--- src/rtl/uart_aux_bridge_pkg.sv ---
// Shared constants and state encoding for the console-to-aux-RAM bridge.
// Byte codes follow the ASCII console protocol: 'R', 'W', 'K', '?'.
package uart_aux_bridge_pkg;

    localparam logic [7:0] CMD_READ  = 8'h52;
    localparam logic [7:0] CMD_WRITE = 8'h57;
    localparam logic [7:0] RSP_ACK   = 8'h4B;
    localparam logic [7:0] RSP_ERR   = 8'h3F;

    typedef enum logic [2:0] {
        ST_IDLE    = 3'd0,
        ST_ADDR_HI = 3'd1,
        ST_ADDR_LO = 3'd2,
        ST_DATA    = 3'd3,
        ST_ACCESS  = 3'd4,
        ST_RESP    = 3'd5
    } state_t;

    function automatic logic is_command(input logic [7:0] b);
        return (b == CMD_READ) || (b == CMD_WRITE);
    endfunction

endpackage

--- src/rtl/uart_aux_bridge_timer.sv ---
// Saturating inter-byte idle counter. expired is high in the cycle whose
// clock edge would bring the count up to TIMEOUT_CYCLES.
module uart_aux_bridge_timer #(
    parameter int TIMEOUT_CYCLES = 65535
) (
    input  logic clk,
    input  logic rst,
    input  logic clear,
    input  logic enable,
    output logic expired
);

    localparam int CW = $clog2(TIMEOUT_CYCLES + 1);
    localparam logic [CW-1:0] LIMIT = CW'(TIMEOUT_CYCLES);
    localparam logic [CW-1:0] LAST  = CW'(TIMEOUT_CYCLES - 1);

    logic [CW-1:0] count_reg;

    always_ff @(posedge clk) begin
        if (rst || clear) begin
            count_reg <= '0;
        end else if (enable && (count_reg != LIMIT)) begin
            count_reg <= count_reg + 1'b1;
        end
    end

    assign expired = enable && (count_reg >= LAST);

endmodule

--- src/rtl/uart_aux_bridge.sv ---
// Console command bridge onto the shared aux RAM; the CPU port always has
// priority and the bridge simply retries its access until the bus is free.
module uart_aux_bridge
    import uart_aux_bridge_pkg::*;
#(
    parameter int AUX_ADDR_WIDTH = 16,
    parameter int TIMEOUT_CYCLES = 65535
) (
    input  logic                      clk,
    input  logic                      rst,
    input  logic [7:0]                rx_tdata,
    input  logic                      rx_tvalid,
    output logic                      rx_tready,
    output logic [7:0]                tx_tdata,
    output logic                      tx_tvalid,
    input  logic                      tx_tready,
    input  logic [AUX_ADDR_WIDTH-1:0] cpu_adr_i,
    input  logic [7:0]                cpu_dat_i,
    input  logic                      cpu_we_i,
    input  logic                      cpu_re_i,
    output logic [7:0]                cpu_dat_o,
    output logic [AUX_ADDR_WIDTH-1:0] mem_adr_o,
    output logic [7:0]                mem_dat_o,
    output logic                      mem_we_o,
    input  logic [7:0]                mem_dat_i,
    output logic                      busy_o,
    output logic                      timeout_o
);

    state_t                    state_reg;
    logic [7:0]                addr_hi_reg;
    logic [AUX_ADDR_WIDTH-1:0] addr_reg;
    logic [7:0]                data_reg;
    logic                      is_write_reg;
    logic [7:0]                tx_tdata_reg;
    logic                      tx_tvalid_reg;
    logic                      timeout_reg;

    logic cpu_strobe;
    logic rx_fire;
    logic waiting;
    logic expired;
    logic bridge_we;

    assign cpu_strobe = cpu_we_i || cpu_re_i;
    assign waiting    = (state_reg == ST_ADDR_HI) || (state_reg == ST_ADDR_LO) ||
                        (state_reg == ST_DATA);
    assign rx_tready  = waiting || (state_reg == ST_IDLE);
    assign rx_fire    = rx_tvalid && rx_tready;

    // Gating with rst keeps a reset cycle landing in ACCESS from writing.
    assign bridge_we = (state_reg == ST_ACCESS) && is_write_reg && !cpu_strobe && !rst;

    assign mem_adr_o = cpu_strobe ? cpu_adr_i : addr_reg;
    assign mem_dat_o = cpu_strobe ? cpu_dat_i : data_reg;
    assign mem_we_o  = cpu_strobe ? cpu_we_i  : bridge_we;
    assign cpu_dat_o = mem_dat_i;

    assign tx_tdata  = tx_tdata_reg;
    assign tx_tvalid = tx_tvalid_reg;
    assign busy_o    = (state_reg != ST_IDLE);
    assign timeout_o = timeout_reg;

    uart_aux_bridge_timer #(
        .TIMEOUT_CYCLES (TIMEOUT_CYCLES)
    ) u_timer (
        .clk     (clk),
        .rst     (rst),
        .clear   (rx_fire || !waiting),
        .enable  (waiting && !rx_fire),
        .expired (expired)
    );

    always_ff @(posedge clk) begin
        if (rst) begin
            state_reg     <= ST_IDLE;
            addr_hi_reg   <= 8'h00;
            addr_reg      <= '0;
            data_reg      <= 8'h00;
            is_write_reg  <= 1'b0;
            tx_tdata_reg  <= 8'h00;
            tx_tvalid_reg <= 1'b0;
            timeout_reg   <= 1'b0;
        end else begin
            timeout_reg <= 1'b0;
            case (state_reg)
                ST_IDLE: begin
                    if (rx_fire) begin
                        if (is_command(rx_tdata)) begin
                            is_write_reg <= (rx_tdata == CMD_WRITE);
                            state_reg    <= ST_ADDR_HI;
                        end else begin
                            tx_tdata_reg  <= RSP_ERR;
                            tx_tvalid_reg <= 1'b1;
                            state_reg     <= ST_RESP;
                        end
                    end
                end
                ST_ADDR_HI: begin
                    if (rx_fire) begin
                        addr_hi_reg <= rx_tdata;
                        state_reg   <= ST_ADDR_LO;
                    end else if (expired) begin
                        timeout_reg <= 1'b1;
                        state_reg   <= ST_IDLE;
                    end
                end
                ST_ADDR_LO: begin
                    if (rx_fire) begin
                        // Host address bits above the aux width are dropped here.
                        addr_reg  <= AUX_ADDR_WIDTH'({addr_hi_reg, rx_tdata});
                        state_reg <= is_write_reg ? ST_DATA : ST_ACCESS;
                    end else if (expired) begin
                        timeout_reg <= 1'b1;
                        state_reg   <= ST_IDLE;
                    end
                end
                ST_DATA: begin
                    if (rx_fire) begin
                        data_reg  <= rx_tdata;
                        state_reg <= ST_ACCESS;
                    end else if (expired) begin
                        timeout_reg <= 1'b1;
                        state_reg   <= ST_IDLE;
                    end
                end
                ST_ACCESS: begin
                    if (!cpu_strobe) begin
                        tx_tdata_reg  <= is_write_reg ? RSP_ACK : mem_dat_i;
                        tx_tvalid_reg <= 1'b1;
                        state_reg     <= ST_RESP;
                    end
                end
                ST_RESP: begin
                    if (tx_tready) begin
                        tx_tvalid_reg <= 1'b0;
                        state_reg     <= ST_IDLE;
                    end
                end
                default: state_reg <= ST_IDLE;
            endcase
        end
    end

endmodule

--- config.mk ---
export PLATFORM = sky130hd
export DESIGN_NAME = uart_aux_bridge
export DESIGN_NICKNAME = d
export VERILOG_FILES = /design/src/rtl/uart_aux_bridge_pkg.sv /design/src/rtl/uart_aux_bridge_timer.sv /design/src/rtl/uart_aux_bridge.sv
export SDC_FILE = /design/constraint.sdc
export NUM_CORES = 1
export LEC_CHECK = 0
export BUFFER_PORTS_ARGS = -buffer_cell sky130_fd_sc_hd__buf_2
export CORE_MARGIN = 2
export CORE_UTILIZATION = 51
export CTS_CLUSTER_SIZE = 24
export DETAILED_ROUTE_END_ITERATION = 10
export PLACE_DENSITY = 0.78
export SYNTH_ARGS = -nofsm -noshare
export SYNTH_HDL_FRONTEND = slang
export SYNTH_SLANG_ARGS = --single-unit
--- constraint.sdc ---
create_clock -name clk -period 1.8 [get_ports clk]
set_clock_uncertainty 0.05 [all_clocks]
set_input_delay 0.27 -clock clk [delete_from_list [all_inputs] [get_ports clk]]
set_output_delay 0.27 -clock clk [all_outputs]
set_load 0.02 [all_outputs]
After elaboration in Yosys (flattened, before gate mapping)
Index checks and enable logic that the tools add are counted.
{"block": "word_totals", "word_cells": 79, "output_inout_bits": 45, "regBits": 62, "in_bits": 46}
{"block": "op_classes", "bitwise_logic": 1, "mux": 24, "addsub": 1, "n_eq_ne": 12, "n_reduce_logical": 31, "magnitude_cmp": 1}
{"cell": "2-to-1 mux 8 bit", "n": 5}
{"cell": "2-to-1 mux 3 bit", "n": 9}
{"cell": "case mux 3 bit (6 select lines)", "n": 1}
{"cell": "adder 16 x 1 -> 16 bit, second input constant", "n": 1}
{"cell": "equality test 8 x 7 -> 1 bit, second input constant", "n": 2}
{"cell": ">= comparator 16 bit, second input constant", "n": 1}
{"cell": "2-to-1 mux 16 bit", "n": 1}
{"cell": "inequality test 16 bit, second input constant", "n": 1}
{"cell": "case mux 8 bit (2 select lines)", "n": 1}
{"cell": "inequality test 2 bit, second input constant", "n": 4}
{"cell": "logical AND 1 bit", "n": 7}
{"cell": "logical OR 1 bit", "n": 7}
{"cell": "equality test 3 x 2 -> 1 bit, second input constant", "n": 2}
{"cell": "equality test 3 bit, second input constant", "n": 2}
{"cell": "2-to-1 mux 1 bit", "n": 6}
{"cell": "AND reduction 2 bit", "n": 3}
{"cell": "AND reduction 3 bit", "n": 2}
{"cell": "nonzero test 3 bit", "n": 2}
{"cell": "OR reduction 3 bit", "n": 2}
{"cell": "AND reduction 5 bit", "n": 1}
{"cell": "logical NOT 1 bit", "n": 4}
{"cell": "AND reduction 4 bit", "n": 1}
{"cell": "equality test 3 x 1 -> 1 bit, second input constant", "n": 1}
{"cell": "logical NOT 3 bit", "n": 1}
{"cell": "3 further kinds", "n": 3}

Depth between registers and ports, before layout
Gate-level depths: netlist of run 1.
{"block": "logic_depth", "word_depth": 11, "ltp_mapped": 9, "depth_no_buf": 7}

By module
From an unflattened synthesis of run 1, not the netlist that was laid out.
{"block": "unflattened", "hier_cells": 381, "area_unflattened_um2": 3170.5}
{"mod": "uart_aux_bridge", "cells_per_inst": 277, "area_per_inst_um2": 2290.9, "seq_area_each_um2": 920.9, "n_inst": 1}
{"mod": "uart_aux_bridge_timer", "cells_per_inst": 104, "area_per_inst_um2": 879.6, "seq_area_each_um2": 320.3, "n_inst": 1}

Worst setup path after synthesis of run 1
Ideal clock, no wire load.
{"block": "synth_path", "path_kind": "in2out", "start": "input cpu_re_i", "end": "output mem_adr_o[10]", "slack_ns": 0.129, "required_ns": 1.480, "cell_stages": 3, "arrival_time_ns": 1.351, "path_cell_list": "nor2_1 > clkbuf_1 > mux2_2"}
{"block": "synth_via", "elab_chain_cells": 2}
{"element": "start: declaration", "line_no": "uart_aux_bridge.sv:20", "source": "input logic cpu_re_i,"}
{"element": "logical OR 1 bit", "line_no": "uart_aux_bridge.sv:45", "source": "assign cpu_strobe = cpu_we_i || cpu_re_i;"}
{"element": "2-to-1 mux 16 bit", "line_no": "uart_aux_bridge.sv:54", "source": "assign mem_adr_o = cpu_strobe ? cpu_adr_i : addr_reg;"}
{"element": "end: declaration", "line_no": "uart_aux_bridge.sv:22", "source": "output logic [AUX_ADDR_WIDTH-1:0] mem_adr_o,"}
Every way passes these cells.

Worst setup path in the final report of run 1
{"block": "layout_path", "start": "register state_reg[2]", "end": "register u_timer.count_reg[13]"}
{"block": "layout_via", "elab_chain_cells": 8, "word_cells_on_any_way": 14, "classes_between": "3 x eq/ne; 11 x reduce/logical"}
{"element": "start: declaration", "line_no": "uart_aux_bridge.sv:30", "source": "state_t state_reg;"}
{"element": "start signal: assignment", "line_no": "uart_aux_bridge.sv:112", "source": "state_reg <= is_write_reg ? ST_DATA : ST_ACCESS;"}
{"element": "equality test 3 x 1 -> 1 bit or equality test 3 x 2 -> 1 bit (tied branches)", "line_no": "uart_aux_bridge.sv:46", "source": "assign waiting = (state_reg == ST_ADDR_HI) || (state_reg == ST_ADDR_LO) ||"}
{"element": "logical OR 1 bit (2 in a row)", "line_no": "uart_aux_bridge.sv:46"}
{"element": "logical OR 1 bit", "line_no": "uart_aux_bridge.sv:48", "source": "assign rx_tready = waiting || (state_reg == ST_IDLE);"}
{"element": "logical AND 1 bit", "line_no": "uart_aux_bridge.sv:49", "source": "assign rx_fire = rx_tvalid && rx_tready;"}
{"element": "logical NOT 1 bit", "line_no": "uart_aux_bridge.sv:70", "source": ".enable (waiting && !rx_fire),"}
{"element": "logical AND 1 bit", "line_no": "uart_aux_bridge.sv:70"}
{"element": "logical AND 1 bit", "line_no": "uart_aux_bridge_timer.sv:22", "source": "end else if (enable && (count_reg != LIMIT)) begin"}
{"element": "end signal: assignment", "line_no": "uart_aux_bridge_timer.sv:23", "source": "count_reg <= count_reg + 1'b1;"}
{"element": "end: declaration", "line_no": "uart_aux_bridge_timer.sv:17", "source": "logic [CW-1:0] count_reg;"}
Several ways; a longest one is shown, not always the timed one.
A chain may end at the register's enable or synchronous reset.

==> insert_results.sql, run 1 <==
INSERT INTO impl_metrics (metric_group, metric, value, unit) VALUES
('clock_tree', 'cts_htree_levels', '3', ''),
('sta', 'timing_worst_slew_pin_value', '462.7', 'ps'),
('die', 'chipWidth', '80.35', 'um'),
('sta', 'timing.final.hold_violations', '0', ''),
('synth', 'postSynth.topFlopCell', 'sky130_fd_sc_hd__dfxtp_1', ''),
('final_layout', 'final_core_utilization', '0.6889', ''),
('die', 'rows', '27', ''),
('synth', 'syn_area_per_cell', '8.212', 'um2'),
('synth', 'top_cell_type_by_total_area_after_synthesis', 'sky130_fd_sc_hd__dfxtp_1', ''),
('synth', 'synthTopCellsByArea', 'sky130_fd_sc_hd__dfxtp_1 42%, sky130_fd_sc_hd__nand2_1 10%, sky130_fd_sc_hd__mux2_2 9.1%, sky130_fd_sc_hd__a21oi_1 6.6%, sky130_fd_sc_hd__buf_4 2.8%', ''),
('place', 'port_buffers', '90', ''),
('final_layout', 'layout_commonest_cell', 'sky130_fd_sc_hd__buf_2', ''),
('die', 'io-pin-count', '91', ''),
('power_and_ir_drop', 'leakage_power_of_the_design', '1.582', 'nW'),
('power_and_ir_drop', 'combinational_power_share', '0.193', ''),
('power_and_ir_drop', 'sw_frac_of_total', '0.2660', ''),
('final_layout', 'final_layout_size_suffix_gt1_frac', '0.3568', ''),
('clock_tree', 'cts_buffers', '9', ''),
('global_route', 'global_route_wire_length_before_repair', '11.64', 'mm'),
('route', 'ant_nets', '0', ''),
('run', 'cap_violations', '0', ''),
('route', 'totalWireLength', '7.181', 'mm'),
('route', 'via_count', '2893', ''),
('setup_path', 'setup.worst_path.end_class', 'flop', ''),
('setup_path', 'path_class', 'flop to flop', ''),
('sta', 'rsz0062_at_grt', 'true', ''),
('power_and_ir_drop', 'share_seq_of_total_power', '0.413', ''),
('synth', 'synth_edf_count', '0', ''),
('synth', 'ys_seq_area_frac', '0.4175', ''),
('setup_path', 'critical_path_peak_fanout', '6', ''),
('route', 'drt_first_iter_violations', '139', ''),
('final_layout', 'layout.nets', '511', ''),
('route', 'detail_route.drc_violations', '0', ''),
('place', 'hpwlAfterDp', '5.241', 'mm'),
('synth', 'main_combinational_cell_family_by_area_after_synthesis', 'simple AND/OR/NAND/NOR gates', ''),
('setup_path', 'worst-endpoint-required', '2010', 'ps'),
('clock_tree', 'cts_tree', 'done', ''),
('power_and_ir_drop', 'vdd_drop_max', '547.0', 'uV'),
('synth', 'synth-simple-area-share', '0.2694', ''),
('clock_tree', 'tritoncts_num_sinks', '62', ''),
('sta', 'layout_worst_path_cycle_share', '0.9447', ''),
('synth', 'synthesis.area', '0.002973', 'mm2'),
('synth', 'synth_cell_type_count', '42', ''),
('setup_path', 'critical_path.max_stage_delay', '360', 'ps'),
('route', 'detail_route.first_pass.iterations', '4', ''),
('status', 'outcome', 'completed', ''),
('final_layout', 'final_cell_mix', '90 x sky130_fd_sc_hd__buf_2, 81 x sky130_fd_sc_hd__nand2_1, 61 x sky130_fd_sc_hd__dfxtp_1', ''),
('clock_tree', 'cts.reportedPaths.clkPinSlew', '70', 'ps'),
('global_route', 'first_global_vias', '2630', ''),
('global_route', 'antenna_found_initial', '0', ''),
('place', 'detailedPlace.worstSlack', '-18.37', 'ps'),
('clock_tree', 'post-cts-setup-buffer-count', '0', ''),
('place', 'finalWeightedCongestion', '0.8659', ''),
('synth', 'postSynthNetCount', '410', ''),
('die', 'core-area', '0.005574', 'mm2'),
('worst_hold_path', 'min_path_type', 'input pin to flop', ''),
('place', 'placement.cell_area', '0.003577', 'mm2'),
('final_layout', 'multi_input_comb_area', '0.001574', 'mm2'),
('synth', 'yosys.area.top_type_share', '0.4175', ''),
('setup_path', 'critPathLaunchType', 'flop', ''),
('sta', 'setup_viol_count_final', '0', ''),
('synth', 'yosys.area_share.adder', '0.008418', ''),
('route', 'drt-wirelength-per-cell', '13.30', 'um'),
('final_layout', 'n_fill_cell', '478', ''),
('clock_tree', 'insertion_delay', '330', 'ps'),
('setup_path', 'path_cells', 'buf_4, nor4_4, o2111ai_2, or3_1, a21oi_1', ''),
('clock_tree', 'cts_buffer_depth', '2', ''),
('sta', 'fmax', '588.1', 'MHz'),
('route', 'routed_via_density', '5.357', ''),
('synth', 'yosys_register_bits', '62', ''),
('final_layout', 'postLayoutCellArea', '0.003840', 'mm2');
[cell type report]
class	instances	share of cell area
well taps	72	0.02346
clock inverters	3	0.01694
multi-input cells	266	0.4099
flip-flops and latches	62	0.3236
inverters	5	0.004888
repair buffers	119	0.1773
clock buffers	13	0.04399
[metrics by stage]
stage	instances	total power [mW]	setup TNS (ps)
after global placement	524	2.153	0
after CTS	540	3.565	0
after floorplan	362	1.917	0
after global routing	540	3.706	-18.94
after detailed placement	524	2.169	-18.37
final	540	3.558	0
[power by group through the flow]
stage	Clock (mW)	Sequential [mW]	Combinational (mW)
finish	1.40	1.47	0.688
global route	1.48	1.47	0.751
CTS	1.42	1.47	0.680
detailed placement	0	1.49	0.676
global placement	0	1.49	0.662
floorplan	0	1.53	0.388
[Yosys cell counts, types with 2 or more instances]
master                     count
sky130_fd_sc_hd__and2_1        3
sky130_fd_sc_hd__ha_1          2
sky130_fd_sc_hd__clkbuf_1     10
sky130_fd_sc_hd__nor4_1        5
sky130_fd_sc_hd__xor2_1        9
sky130_fd_sc_hd__nand2_1      81
sky130_fd_sc_hd__nor2_1       19
sky130_fd_sc_hd__o21ai_0      10
sky130_fd_sc_hd__nor3_1        9
sky130_fd_sc_hd__inv_1         5
sky130_fd_sc_hd__nand3b_1      3
sky130_fd_sc_hd__nand2b_1      4
sky130_fd_sc_hd__dfxtp_1      62
sky130_fd_sc_hd__and4_1        3
sky130_fd_sc_hd__a221oi_1      2
sky130_fd_sc_hd__nand3_1       6
sky130_fd_sc_hd__or3_1         2
sky130_fd_sc_hd__buf_4        11
sky130_fd_sc_hd__and3_1        7
sky130_fd_sc_hd__buf_2         5
sky130_fd_sc_hd__mux2_2       24
sky130_fd_sc_hd__a21oi_1      39
sky130_fd_sc_hd__a31oi_1       4
sky130_fd_sc_hd__or4_1         3
sky130_fd_sc_hd__nand4_1       9
sky130_fd_sc_hd__a211oi_1      2
sky130_fd_sc_hd__nor2b_1       8
[cell families (layout without fill, tap and decap cells)]
kind of cell | count (synthesis) | count (layout)
and+or+nand+nor | 166 | 166
AOI/OAI and AO/OA | 64 | 64
DFF | 62 | 62
buffers and inverters | 34 | 140
muxes | 24 | 24
xor gates and xnor gates | 10 | 10
adders and majority gates | 2 | 2
[final timing paths]
check	slack, ps	to	depth (start not counted)	startpoint
setup / recovery	100	u_timer.count_reg[13]$_SDFFE_PP0P_	5	state_reg[2]$_SDFFE_PP0P_
hold / removal	170	addr_hi_reg[1]$_SDFFE_PP0P_	3	rx_tdata[1]
setup reg to reg	100	u_timer.count_reg[13]$_SDFFE_PP0P_	5	state_reg[2]$_SDFFE_PP0P_
hold reg to reg	400	tx_tdata[7]$_SDFFE_PP0P_	2	tx_tdata[7]$_SDFFE_PP0P_
[routing by layer]
layer	GRT usage	part of all wire	vias up
met3	0.04831	0.070	7
met2	0.3717	0.46	103
met4	0.09831	0.012	0
li1	-	-	1451
met1	0.2974	0.46	1332
met5	0	0	-
[critical path, delay by kind of cell, from the launching register on]
family / cells / cell delay [ps]
buffers and inverters: 1 / 170
and+or+nand+nor: 2 / 700
AOI/OAI and AO/OA: 2 / 360
DFF: 1 / 350
[repair_timing]
item / CTS / global route
setup endpoints to repair: 1 / 7
cloned: 0 / 0
pin swaps: 0 / 1
resized for setup: 1 / 5
Power figures use the tool's default switching activity.
==> run 2: changes to the inputs <==
--- a/config.mk
+++ b/config.mk
@@ -6,6 +6,7 @@
 export NUM_CORES = 1
 export LEC_CHECK = 0
 export BUFFER_PORTS_ARGS = -buffer_cell sky130_fd_sc_hd__buf_2
+export CORE_ASPECT_RATIO = 2
 export CORE_MARGIN = 2
 export CORE_UTILIZATION = 51
 export CTS_CLUSTER_SIZE = 24
==> run 2 against run 1 <==
Compared with the run above: wire length grew 5.7%; sequential power is essentially flat; clock-buffer cell count shrank 1; highest routed layer unchanged; utilization shrank 1.1 points.
==> insert_results.sql, run 2 (synthesized netlist as in run 1, its figures left out) <==
INSERT INTO impl_metrics (metric_group, metric, value, unit) VALUES
('clock_tree', 'tritoncts_num_sinks', '62', ''),
('place', 'hpwlAfterDp', '5.664', 'mm'),
('route', 'totalWireLength', '7.588', 'mm'),
('worst_hold_path', 'timing.hold.worst_path_depth', '3', ''),
('clock_tree', 'cts_buffer_depth', '2', ''),
('route', 'detail_route.first_pass.iterations', '4', ''),
('setup_path', 'critPathLaunchType', 'flop', ''),
('die', 'die_height', '112.0', 'um'),
('setup_path', 'path_cells', 'nand2_1, nor4_2, o2111ai_1, or3_1, a21oi_1', ''),
('final_layout', 'layout_commonest_cell', 'sky130_fd_sc_hd__buf_2', ''),
('clock_tree', 'cts_root_buffer', 'sky130_fd_sc_hd__clkbuf_16', ''),
('global_route', 'met2_usage', '0.4470', ''),
('global_route', 'global_route_wire_length_before_repair', '12.03', 'mm'),
('clock_tree', 'cts_htree_levels', '3', ''),
('die', 'die-area', '0.006493', 'mm2'),
('sta', 'drv_slew', '0', ''),
('die', 'io-pin-count', '91', ''),
('die', 'start_util', '0.5252', ''),
('sta', 'fmax', '591.6', 'MHz'),
('sta', 'timing_worst_slew_pin_value', '512.7', 'ps'),
('sta', 'final.min_clock_period', '1690', 'ps'),
('route', 'drt_first_iter_violations', '85', ''),
('global_route', 'grt_overflow', '0', ''),
('global_route', 'grt_util_met1', '0.2277', ''),
('place', 'detailedPlace.worstSlack', '-8.608', 'ps'),
('setup_path', 'ff2ff_path_depth', '5', ''),
('global_route', 'grt_max_degree', '40', ''),
('worst_hold_path', 'hp-start', 'mem_dat_i[4]', ''),
('global_route', 'global_route.usage.total', '0.2424', ''),
('power_and_ir_drop', 'vdd_drop_max', '893.9', 'uV'),
('clock_tree', 'cts_tree', 'done', ''),
('route', 'detail_route.drc_violations', '0', ''),
('final_layout', 'n_antenna_cell', '0', ''),
('global_route', 'globalRouteMet3Util', '0.06504', ''),
('global_route', 'antenna_found_initial', '0', ''),
('route', 'via_count', '2911', ''),
('global_route', 'first_global_vias', '2779', ''),
('worst_hold_path', 'min_path_type', 'input pin to flop', ''),
('sta', 'setup_viol_count_final', '0', ''),
('setup_path', 'setup.worst_path.end_class', 'flop', ''),
('sta', 'rsz0062_at_grt', 'true', ''),
('final_layout', 'layout.nets', '509', ''),
('setup_path', 'path_class', 'flop to flop', ''),
('route', 'routed_via_density', '5.524', ''),
('status', 'outcome', 'completed', ''),
('setup_path', 'critical_path.max_stage_delay', '420', 'ps'),
('route', 'ant_nets', '0', ''),
('die', 'rows', '39', ''),
('setup_path', 'critical_path_peak_fanout', '5', ''),
('sta', 'timing.final.hold_violations', '0', ''),
('final_layout', 'flow.area_growth_from_synthesis', '29.12', '%'),
('die', 'chipWidth', '57.99', 'um'),
('power_and_ir_drop', 'power.density_cell_area', '985.2', 'mW/mm2'),
('sta', 'max_slew_margin', '0.6551', ''),
('setup_path', 'worst-endpoint-required', '2010', 'ps'),
('setup_path', 'timing.rr.end', 'u_timer.count_reg[15]$_SDFFE_PP0P_', ''),
('global_route', 'grt.busiest_layer', 'met2', ''),
('setup_path', 'reg2reg_setup_slack', '110', 'ps'),
('setup_path', 'r2r_start', 'u_timer.count_reg[6]$_SDFFE_PP0P_', ''),
('power_and_ir_drop', 'leakage_power_of_the_design', '1.587', 'nW'),
('place', 'finalWeightedCongestion', '0.9260', ''),
('final_layout', 'final_layout_size_suffix_gt1_frac', '0.3455', ''),
('sta', 'layout_worst_path_cycle_share', '0.9391', ''),
('place', 'port_buffers', '90', ''),
('sta', 'setup_tns', '0', 'ps'),
('clock_tree', 'cts.reportedPaths.clkPinSlew', '50', 'ps'),
('clock_tree', 'insertion_delay', '330', 'ps'),
('sta', 'final_critical_path_setup_slack', '109.7', 'ps'),
('clock_tree', 'cts_buffers', '9', ''),
('final_layout', 'final_cell_mix', '90 x sky130_fd_sc_hd__buf_2, 81 x sky130_fd_sc_hd__nand2_1, 61 x sky130_fd_sc_hd__dfxtp_1', ''),
('worst_hold_path', 'hold_end', 'tx_tdata[4]$_SDFFE_PP0P_', ''),
('die', 'core-area', '0.005660', 'mm2'),
('setup_path', 'critical_path_arrival', '1900', 'ps'),
('run', 'cap_violations', '0', ''),
('setup_path', 'slowest_stage', 'sky130_fd_sc_hd__dfxtp_1', ''),
('route', 'drt-wirelength-per-cell', '14.40', 'um');
run 2: timing repair:
action	CTS	global route
hold buffers	0	0
setup endpoints to repair	0	3
resized for setup	0	2
buffers inserted	0	0
run 2: layer usage:
metal | part of all wire | up-vias
met5 | 0 | -
met4 | 0.033 | 0
met1 | 0.35 | 1352
met2 | 0.56 | 94
met3 | 0.058 | 18
li1 | - | 1447
run 2: worst max path at each step:
stage	from	cells after the start	to
after floorplan	cpu_re_i	3	mem_adr_o[10]
after detailed placement	rx_tdata[7]	5	is_write_reg$_SDFFE_PP0P_
final	u_timer.count_reg[6]$_SDFFE_PP0P_	5	u_timer.count_reg[15]$_SDFFE_PP0P_
after CTS	state_reg[2]$_SDFFE_PP0P_	6	tx_tdata[7]$_SDFFE_PP0P_
after global placement	rx_tdata[7]	5	is_write_reg$_SDFFE_PP0P_
after global routing	u_timer.count_reg[6]$_SDFFE_PP0P_	5	u_timer.count_reg[15]$_SDFFE_PP0P_
run 2: worst max-delay path: cells and delay by family, from the launching register on:
family             cells  cell delay, ps
and+or+nand+nor        3             750
DFF                    1             420
AOI/OAI and AO/OA      2             410
run 2: final cells by class:
type	instances	area, um2
Clock inverter	4	47.55
Sequential cell	62	1242
Timing Repair Buffer	117	665.6
Tap cell	61	76.32
Fill cell	471	1822
Clock buffer	12	236.5
Multi-Input combinational cell	266	1551
Inverter	5	18.77
run 2: power breakdown:
| group | leakage, nW | total, mW | internal [mW] | switching (mW) |
|---|---|---|---|---|
| Clock | 0.137 | 1.66 | 1.07 | 0.593 |
| Sequential | 0.502 | 1.47 | 1.44 | 0.0386 |
| Combinational | 0.948 | 0.649 | 0.262 | 0.387 |
run 2: metrics by stage:
| stage | hold WS (ps) | util | instances | power, mW | area (um2) |
|---|---|---|---|---|---|
| final | 184.9 | 0.6782 | 527 | 3.782 | 3839 |
| after global placement | 386.4 | 0.6269 | 511 | 2.135 | 3548 |
| after floorplan | 356.0 | - | 362 | 1.917 | 2973 |
| after global routing | 184.0 | 0.6782 | 527 | 3.915 | 3839 |
| after CTS | 169.0 | 0.6771 | 527 | 3.800 | 3832 |
| after detailed placement | 393.1 | 0.6269 | 511 | 2.146 | 3548 |
==> run 3: changes to the inputs <==
--- a/config.mk
+++ b/config.mk
@@ -5,13 +5,14 @@
 export SDC_FILE = /design/constraint.sdc
 export NUM_CORES = 1
 export LEC_CHECK = 0
+export ABC_AREA = 1
 export BUFFER_PORTS_ARGS = -buffer_cell sky130_fd_sc_hd__buf_2
 export CORE_ASPECT_RATIO = 2
 export CORE_MARGIN = 2
-export CORE_UTILIZATION = 51
+export CORE_UTILIZATION = 52
 export CTS_CLUSTER_SIZE = 24
 export DETAILED_ROUTE_END_ITERATION = 10
-export PLACE_DENSITY = 0.78
+export PLACE_DENSITY = 0.79
 export SYNTH_ARGS = -nofsm -noshare
 export SYNTH_HDL_FRONTEND = slang
 export SYNTH_SLANG_ARGS = --single-unit
==> run 3 against run 2 <==
Compared with the run above: cell count rose by 18%; utilization is 2.2 points lower; register-to-register slack gained 30 ps; sequential share of layout area is 0.56 points lower.
==> insert_results.sql, run 3 <==
INSERT INTO impl_metrics (metric_group, metric, value, unit) VALUES
('route', 'drt-wirelength-per-cell', '12.75', 'um'),
('power_and_ir_drop', 'combinational_power_share', '0.259', ''),
('die', 'die-area', '0.006743', 'mm2'),
('route', 'detail_route.first_pass.iterations', '4', ''),
('sta', 'max_slew_margin', '0.7319', ''),
('synth', 'synthTopCellsByArea', 'sky130_fd_sc_hd__dfxtp_1 39%, sky130_fd_sc_hd__nand2_1 14%, sky130_fd_sc_hd__nor2_1 8.2%, sky130_fd_sc_hd__o21ai_0 7.5%, sky130_fd_sc_hd__a21oi_1 5.6%', ''),
('setup_path', 'critical_path_arrival', '1390', 'ps'),
('setup_path', 'path_class', 'flop to primary output', ''),
('route', 'ant_nets', '0', ''),
('power_and_ir_drop', 'vdd_drop_max', '662.3', 'uV'),
('die', 'rows', '40', ''),
('power_and_ir_drop', 'proportion_of_power_drawn_by_the_clock_network', '0.371', ''),
('synth', 'yosys_register_bits', '62', ''),
('worst_hold_path', 'hp-start', 'tx_tready', ''),
('setup_path', 'critPathLaunchType', 'flop', ''),
('clock_tree', 'cts_buffers', '9', ''),
('die', 'die_height', '114.1', 'um'),
('setup_path', 'critical_path.max_stage_delay', '350', 'ps'),
('final_layout', 'fin_cells', '620', ''),
('global_route', 'grt_max_degree', '34', ''),
('die', 'core-area', '0.005956', 'mm2'),
('die', 'chipWidth', '59.07', 'um'),
('power_and_ir_drop', 'p_int', '2.979', 'mW'),
('route', 'drt_first_iter_violations', '119', ''),
('setup_path', 'critPathLaunch', 'state_reg[1]$_SDFFE_PP0P_', ''),
('setup_path', 'cp-endpoint', 'mem_we_o', ''),
('synth', 'top_cell_type_by_total_area_after_synthesis', 'sky130_fd_sc_hd__dfxtp_1', ''),
('synth', 'yosys.area.top_type_share', '0.3935', ''),
('clock_tree', 'cts_tree', 'done', ''),
('global_route', 'grt_overflow', '0', ''),
('synth', 'synthesis.area', '0.003154', 'mm2'),
('synth', 'synthMostInstantiatedCell', 'sky130_fd_sc_hd__nand2_1', ''),
('final_layout', 'layout.nets', '601', ''),
('die', 'start_util', '0.5296', ''),
('setup_path', 'r2r_start', 'u_timer.count_reg[1]$_SDFFE_PP0P_', ''),
('setup_path', 'worst-endpoint-required', '1480', 'ps'),
('die', 'io-pin-count', '91', ''),
('global_route', 'first_global_vias', '2936', ''),
('final_layout', 'final_layout_size_suffix_gt1_frac', '0.2747', ''),
('synth', 'ys_seq_area_frac', '0.3935', ''),
('clock_tree', 'tritoncts_num_sinks', '62', ''),
('power_and_ir_drop', 'power.density_cell_area', '1122', 'mW/mm2'),
('synth', 'asyncSetResetFlopFracSynth', '0', ''),
('global_route', 'global_route_wire_length_before_repair', '12.51', 'mm'),
('sta', 'timing.final.hold_violations', '0', ''),
('sta', 'hold_slack', '180.6', 'ps'),
('sta', 'final.min_clock_period', '1708', 'ps'),
('sta', 'setup_viol_count_final', '0', ''),
('sta', 'drv_slew', '0', ''),
('route', 'routed_via_density', '5.213', ''),
('setup_path', 'setup.worst_path.end_class', 'primary output', ''),
('route', 'via_count', '3232', ''),
('clock_tree', 'cts_root_buffer', 'sky130_fd_sc_hd__clkbuf_16', ''),
('power_and_ir_drop', 'share_seq_of_total_power', '0.371', ''),
('synth', 'synth.top_cells.by_count', '117 x sky130_fd_sc_hd__nand2_1, 69 x sky130_fd_sc_hd__nor2_1, 62 x sky130_fd_sc_hd__dfxtp_1', ''),
('clock_tree', 'cts-hold-fix-buffers', '0', ''),
('synth', 'postSynth.topFlopCell', 'sky130_fd_sc_hd__dfxtp_1', ''),
('power_and_ir_drop', 'switching_power', '1.404', 'mW'),
('run', 'cap_violations', '0', ''),
('global_route', 'global_route.usage.total', '0.2431', ''),
('worst_hold_path', 'timing.hold.worst_path_depth', '4', ''),
('clock_tree', 'cts_htree_levels', '3', ''),
('synth', 'synth_cell_type_count', '38', ''),
('setup_path', 'timing.rr.end', 'u_timer.count_reg[4]$_SDFFE_PP0P_', ''),
('place', 'hpwlAfterDp', '6.082', 'mm'),
('synth', 'ys.warnings.count', '0', ''),
('synth', 'postSynthNetCount', '516', ''),
('final_layout', 'flow.area_growth_from_synthesis', '23.84', '%'),
('final_layout', 'n_antenna_cell', '0', ''),
('sta', 'layout_worst_path_cycle_share', '0.9486', ''),
('power_and_ir_drop', 'sw_frac_of_total', '0.3204', ''),
('worst_hold_path', 'min_path_type', 'input pin to flop', ''),
('power_and_ir_drop', 'leakage_power_of_the_design', '1.813', 'nW'),
('final_layout', 'layout_commonest_cell', 'sky130_fd_sc_hd__nand2_1', ''),
('synth', 'syn_area_per_cell', '6.740', 'um2'),
('sta', 'fmax', '585.6', 'MHz'),
('setup_path', 'slowest_stage', 'sky130_fd_sc_hd__dfxtp_2', ''),
('sta', 'final_critical_path_setup_slack', '92.46', 'ps'),
('sta', 'setup_tns', '0', 'ps'),
('synth', 'post_synth_inst_count', '468', ''),
('clock_tree', 'cts_buffer_depth', '2', ''),
('status', 'outcome', 'completed', ''),
('setup_path', 'path_cells', 'nor2_4, nand2_1, inv_2, a41o_1, buf_4', ''),
('setup_path', 'ff2ff_path_depth', '10', ''),
('place', 'detailedPlace.worstSlack', '158.8', 'ps'),
('sta', 'rsz0062_at_grt', 'false', ''),
('place', 'post-place-cells', '604', ''),
('sta', 'timing_worst_slew_pin_value', '399.0', 'ps'),
('clock_tree', 'insertion_delay', '330', 'ps'),
('final_layout', 'final_cell_mix', '117 x sky130_fd_sc_hd__nand2_1, 89 x sky130_fd_sc_hd__buf_2, 69 x sky130_fd_sc_hd__nor2_1', ''),
('place', 'finalWeightedCongestion', '0.9151', ''),
('synth', 'synth_edf_count', '0', ''),
('setup_path', 'reg2reg_setup_slack', '140', 'ps'),
('place', 'port_buffers', '90', ''),
('clock_tree', 'cts.reportedPaths.clkPinSlew', '50', 'ps'),
('route', 'totalWireLength', '7.902', 'mm'),
('setup_path', 'critical_path_peak_fanout', '6', ''),
('route', 'detail_route.drc_violations', '0', ''),
('global_route', 'antenna_found_initial', '0', '');
[run 3: what timing repair did]
| item | in CTS | in global routing |
|---|---|---|
| resized for setup | 1 | 3 |
| buffers inserted | 0 | 1 |
| pin swaps | 0 | 1 |
| setup endpoints to repair | 1 | 1 |
[run 3: worst min-delay path by stage]
stage and end:
4_1_cts state_reg[0]$_SDFFE_PP0P_, 5_1_grt state_reg[0]$_SDFFE_PP0P_, 3_3_place_gp tx_tdata[0]$_SDFFE_PP0P_, 6_report state_reg[0]$_SDFFE_PP0P_, 3_5_place_dp data_reg[6]$_SDFFE_PP0P_, 2_1_floorplan addr_reg[0]$_SDFFE_PP0P_
[run 3: layer usage]
layer	part of all wire	GRT usage
met5	0	0
met4	0.032	0.1288
met3	0.036	0.04520
met2	0.57	0.4519
met1	0.36	0.2413
[run 3: logic make-up after synthesis]
group | Yosys count | share of synthesized area
and+or+nand+nor | 230 | 0.3181
AOI/OAI and AO/OA | 96 | 0.1618
buffers and inverters | 73 | 0.1047
DFF | 62 | 0.3935
xor gates and xnor gates | 5 | 0.01389
adders and majority gates | 2 | 0.007932
[run 3: area by class of cell]
| type | instances | area [um2] |
|---|---|---|
| well taps | 63 | 78.83 |
| clock buffers | 15 | 287.8 |
| inverters | 51 | 198.9 |
| multi-input cells | 333 | 1588 |
| repair buffers | 96 | 510.5 |
| fillers | 531 | 2049 |
| flip-flops and latches | 62 | 1242 |
[run 3: power groups by stage]
stage,logic (mW),clock network [mW],registers [mW]
global route,1.27,1.70,1.64
CTS,1.12,1.64,1.62
global placement,1.10,0,1.64
floorplan,0.745,0,1.71
detailed placement,1.11,0,1.64
finish,1.13,1.63,1.62
[run 3: critical path, delay by kind of cell, from the launching register on]
kind                   cells  cell delay, ps
AOI/OAI and AO/OA          1             160
buffers and inverters      2             230
DFF                        1             350
and+or+nand+nor            2             310
[run 3: per-stage QoR]
stage	utilization	cell area [um2]	power [mW]
2_1_floorplan	-	3154	2.454
3_3_place_gp	0.6048	3602	2.732
3_5_place_dp	0.6048	3602	2.749
4_1_cts	0.6540	3895	4.379
5_1_grt	0.6559	3906	4.605
6_report	0.6559	3906	4.383
